===== src/rtl/johnson_slot_arbiter.sv =====
// johnson_slot_arbiter
//
// Time-slot arbiter that shares one resource among 8 requesters in a fixed
// rotating order. The slot pointer is a self-correcting 4-bit Johnson ring
// with 8 valid states. A requester is granted only while the pointer sits on
// its slot. A grant lasts at most MAX_HOLD cycles, and then the ring moves on.
// This gives every requester a bounded worst-case wait.
//
// Ports:
//   clk      in   1  clock, rising edge
//   rstn     in   1  asynchronous active-low reset
//   en       in   1  scan enable; 0 freezes the pointer and blocks new grants
//   req      in   8  request vector, req[k] belongs to slot k
//   gnt      out  8  registered one-hot grant, zero when idle
//   busy     out  1  high while a grant is active
//   timeout  out  1  one-cycle pulse when a grant is cut by the MAX_HOLD limit
//   slot     out  3  binary index of the current slot
//   phase    out  8  one-hot decode of the current slot (zero if ring illegal)
//   jstate   out  4  raw Johnson ring state
//   err      out  1  sticky: an illegal ring state was seen since reset

module johnson_slot_arbiter #(
  parameter int unsigned MAX_HOLD = 4
) (
  input  logic       clk,
  input  logic       rstn,
  input  logic       en,
  input  logic [7:0] req,
  output logic [7:0] gnt,
  output logic       busy,
  output logic       timeout,
  output logic [2:0] slot,
  output logic [7:0] phase,
  output logic [3:0] jstate,
  output logic       err
);

  typedef enum logic {
    ST_SCAN  = 1'b0,
    ST_GRANT = 1'b1
  } state_t;

  // hold_cnt counts from 0, so the last allowed grant cycle is MAX_HOLD-1.
  localparam logic [3:0] HOLD_LAST = 4'(MAX_HOLD - 1);

  state_t     state_q, state_d;
  logic [3:0] jstate_q, jstate_d;
  logic [3:0] hold_cnt_q, hold_cnt_d;
  logic [7:0] gnt_q, gnt_d;
  logic       timeout_q, timeout_d;
  logic       err_q, err_d;

  logic       ring_legal;
  logic [2:0] slot_idx;
  logic [3:0] jstate_adv;
  logic       req_cur;

  // Decode the ring. Codes outside the 8-state Johnson sequence are illegal.
  always_comb begin
    ring_legal = 1'b1;
    slot_idx   = 3'd0;
    unique case (jstate_q)
      4'b0000: slot_idx = 3'd0;
      4'b1000: slot_idx = 3'd1;
      4'b1100: slot_idx = 3'd2;
      4'b1110: slot_idx = 3'd3;
      4'b1111: slot_idx = 3'd4;
      4'b0111: slot_idx = 3'd5;
      4'b0011: slot_idx = 3'd6;
      4'b0001: slot_idx = 3'd7;
      default: ring_legal = 1'b0;
    endcase
  end

  genvar gi;
  generate
    for (gi = 0; gi < 8; gi++) begin : g_phase
      assign phase[gi] = ring_legal && (slot_idx == 3'(gi));
    end
  endgenerate

  // One Johnson step: shift right and feed the inverted LSB into the MSB.
  assign jstate_adv = {~jstate_q[0], jstate_q[3:1]};
  assign req_cur    = req[slot_idx];

  always_comb begin
    state_d    = state_q;
    jstate_d   = jstate_q;
    hold_cnt_d = hold_cnt_q;
    gnt_d      = gnt_q;
    timeout_d  = 1'b0;
    err_d      = err_q;

    if (!ring_legal) begin
      // Recover to s0 unconditionally. Any grant is abandoned without a timeout.
      jstate_d   = 4'b0000;
      err_d      = 1'b1;
      gnt_d      = 8'h00;
      state_d    = ST_SCAN;
      hold_cnt_d = 4'd0;
    end else begin
      unique case (state_q)
        ST_SCAN: begin
          if (en) begin
            if (req_cur) begin
              gnt_d      = phase;
              state_d    = ST_GRANT;
              hold_cnt_d = 4'd0;
            end else begin
              jstate_d = jstate_adv;
            end
          end
        end
        ST_GRANT: begin
          // en is deliberately ignored here so an active grant always runs out.
          if (!req_cur || (hold_cnt_q == HOLD_LAST)) begin
            gnt_d      = 8'h00;
            state_d    = ST_SCAN;
            jstate_d   = jstate_adv;
            hold_cnt_d = 4'd0;
            // Still requesting at release means the limit ended the grant.
            timeout_d  = req_cur;
          end else begin
            hold_cnt_d = hold_cnt_q + 4'd1;
          end
        end
        default: state_d = ST_SCAN;
      endcase
    end
  end

  always_ff @(posedge clk or negedge rstn) begin
    if (!rstn) begin
      state_q    <= ST_SCAN;
      jstate_q   <= 4'b0000;
      hold_cnt_q <= 4'd0;
      gnt_q      <= 8'h00;
      timeout_q  <= 1'b0;
      err_q      <= 1'b0;
    end else begin
      state_q    <= state_d;
      jstate_q   <= jstate_d;
      hold_cnt_q <= hold_cnt_d;
      gnt_q      <= gnt_d;
      timeout_q  <= timeout_d;
      err_q      <= err_d;
    end
  end

  assign gnt     = gnt_q;
  assign busy    = (state_q == ST_GRANT);
  assign timeout = timeout_q;
  assign slot    = slot_idx;
  assign jstate  = jstate_q;
  assign err     = err_q;

endmodule


===== config.mk =====
export PLATFORM = sky130hd
export DESIGN_NAME = johnson_slot_arbiter
export DESIGN_NICKNAME = d
export VERILOG_FILES = /design/src/rtl/johnson_slot_arbiter.sv
export SDC_FILE = /design/constraint.sdc
export NUM_CORES = 1
export LEC_CHECK = 0
export BUFFER_PORTS_ARGS = -buffer_cell sky130_fd_sc_hd__buf_2
export CORE_UTILIZATION = 55
export CTS_BUF_LIST = sky130_fd_sc_hd__clkbuf_2
export CTS_CLUSTER_DIAMETER = 80
export DETAILED_ROUTE_END_ITERATION = 10
export PLACE_DENSITY = 0.86
export SLEW_MARGIN = 0
export SYNTH_ARGS = -nofsm -noshare
export SYNTH_HDL_FRONTEND = slang
export SYNTH_SLANG_ARGS = --single-unit

===== constraint.sdc =====
create_clock -name clk -period 3.9 [get_ports clk]
set_input_delay 0.39 -clock clk [delete_from_list [all_inputs] [get_ports clk]]
set_output_delay 0.39 -clock clk [all_outputs]
set_load 0.005 [all_outputs]

==> summary.txt <==
STA
  • Clock skew: 0.01302 ns
  • Final Hold Violating Endpoints: 0
  • Tcrit/Tclk final: 0.6167
  • Worst Max-Slew Pin Slew: 0.6517 ns
  • Maximum clock frequency: 0.4158 GHz
  • Setup TNS: 0 ns
  • Minimum clock period: ~2.4 ns
  • RSZ-0062 raised after global routing: no
  • Endpoints failing setup: 0
  • Rel. slew slack: 0.5655
  • Max Slew Vio Count: 0
  • WHS: 0.4533 ns

Logic synthesis
  • Yosys top cell by area: dfrtp_1
  • Count leader, synth: dfrtp_1
  • Register bit total from synthesis: 19
  • Sequential-to-total area share from yosys stat: 0.4077
  • Post-synth top area share: 0.4077
  • Main area contributors after synthesis: dfrtp_1 (41%), a22o_1 (6.8%), mux2i_1 (4.3%)
  • Yosys cell types: 42
  • Synthesized area per cell: approximately 10 sq um
  • Asr flop ratio synth: 1.000
  • Synthesized instance count: 113
  • Ys flop type: dfrtp_1
  • Cell area after technology mapping: 1166 sq um
  • Most frequent cells after synthesis: dfrtp_1 (19), nor2_1 (11), a22o_1 (9)
  • Post-synth EDFFs: 0
  • YS warnings: 0
  • Syn_nets: 125

Setup path
  • Critical path capture point: gnt[3]
  • Crit Path Max Fanout: 18
  • RR Endpoint: gnt[3]
  • WS Path Type: reg -> reg
  • Reg2Reg Launch Point: jstate[3]
  • Worst setup SP type: register
  • Required @ worst endpoint: 4.19 ns
  • Worst R2R Setup Slack: 1.49 ns
  • Arr. time, crit path: 2.70 ns
  • Worst-case reg-to-reg path depth: 6
  • Kind of end point of the critical path: register
  • Crit path from: jstate[3]

Pwr
  • Leak: 0.6799 nW
  • Max VDD drop: between 0.3 and 0.4 mV
  • Design Power: 0.8616 mW
  • Pwr dens: roughly 650 nW/um^2

Finish
  • Diodes inserted: 0
  • Syn-to-layout area delta: 13.95%
  • Layout cell share with drive strength beyond 1: 0.3630
  • Core Util, Final: 0.6705
  • Final net count: 159

Worst hold path
  • Hold crit path type: in -> reg

Placed design
  • IO buf count: 36
  • HPWL Detailed: 1810 um
  • GPL Wtd Cong: 0.7644

GRT
  • First-pass GRT wire length: 3795 um
  • Global Route Usage Sum: 0.2443
  • Largest net degree at the start of global routing: 21
  • Number of global-route vias before repair: 781
  • Grt total ovfl: 0
  • Initial antenna violation count: 0

Clock tree
  • H-tree lvl count: 1
  • Worst-path clk slew: 0.18 ns
  • Root buf cell: clkbuf_2
  • Post-CTS setup buffer count: 0
  • Clock Sinks: 19
  • Clk_lat worst skew: 0.35 ns
  • CTS buffer count: 3
  • CTS Buffer Depth: 2
  • CTS tree: built

Floorplan
  • Die Span Y: 48.05 um
  • Std cell rows: 16
  • Starting Density: 0.5884
  • Die Wd: 48.05 um
  • Core ar.: 1982 sq um
  • I/O pin cnt: 37
  • Die area: 2308 sq um

Drt
  • Drt drc: 0
  • Initial DRC count: 16
  • DR vias: around 990
  • Vias per cell: 5.711
  • Drt pass-1 iters: 4
  • Drt wl/cell: 14.82 um
  • Drt total wl: 2563 um
  • Detail Route Antenna Nets: 0

Status
  • Status: finished clean

Flow run
  • Max Cap Viol: 0
-- worst max-delay path, stage by stage, from the launching register on --
cell	delay, ns
dfrtp_1	0.74
mux2_2	0.43
mux2i_4	0.27
nor2b_1	0.20
a21boi_2	0.30
a41o_2	0.25
a22o_1	0.16
-- layout by cell type (no fill, tap or decap), types with 2 or more instances in the layout --
cell type	Yosys	layout
a31oi_1	2	2
buf_2	1	36
clkbuf_2	0	3
a22o_1	9	9
nand2b_1	4	4
dfrtp_1	19	19
nand4_1	2	2
nor3_1	5	5
a211o_1	2	2
mux2i_1	5	5
mux2_2	2	2
nand3_1	5	5
a31o_2	2	2
nor2_1	11	11
nand2_1	8	8
inv_1	2	2
o21ai_0	4	4
-- final cells by class --
type	count	area (sq um)
fill	161	653.1
multi-input combinational	84	601.8
sequential	19	475.5
timing repair buffer	37	190.2
tap	27	33.78
clock buffer	3	15.01
inverter	2	7.507
clock inverter	1	5.005
-- repair_timing --
action,in CTS,in global routing
hold buffers,1,0
gates resized for setup,0,0
endpoints found under the setup margin,0,0
hold endpoints to repair,19,0
-- power by group --
part	internal, mW	switching (mW)
sequential	0.234	0.0907
combinational	0.210	0.234
clock	0.0232	0.0699
-- worst min-delay path by stage --
stage	slack (ns)	from	end	cells after the start
floorplan	0.09	rstn	busy	0
global placement	0.35	rstn	timeout	1
detailed placement	0.35	rstn	timeout	1
CTS	0.46	en	jstate[2]	4
global route	0.47	en	hold_cnt_q[0]	4
finish	0.45	en	jstate[2]	4
-- metrics by stage --
stage	setup WS (ns)	area, sq um	std cells
finish	1.495	1329	173
global route	1.294	1329	173
CTS	1.505	1329	173
detailed placement	1.544	1299	168
global placement	1.708	1299	168
floorplan	1.937	1166	113
-- routing by layer --
metal | wire [um] | GRT usage | up-vias
met5 | 0 | 0 | -
met4 | 38 | 0.1000 | 0
met3 | 159 | 0.04528 | 4
li1 | - | - | 478
met1 | 1226 | 0.3636 | 464
met2 | 1139 | 0.3486 | 42
-- flip-flops by register name, summed over array words and instances, names as in the netlist --
name        flops
busy            1
gnt             8
hold_cnt_q      4
timeout         1
jstate          4
err             1
-- cells by family (layout without fill, tap and decap cells) --
| family | count (synthesis) | after routing | synth area share |
|---|---|---|---|
| fa+ha+maj | 1 | 1 | 0.01073 |
| simple gates | 45 | 45 | 0.1996 |
| buf+inv | 10 | 43 | 0.07618 |
| compound gates | 28 | 28 | 0.2092 |
| mux | 8 | 8 | 0.08154 |
| xor+xnor | 2 | 2 | 0.01502 |
| flops | 19 | 19 | 0.4077 |
No activity file was read; power rests on OpenSTA's default activity.
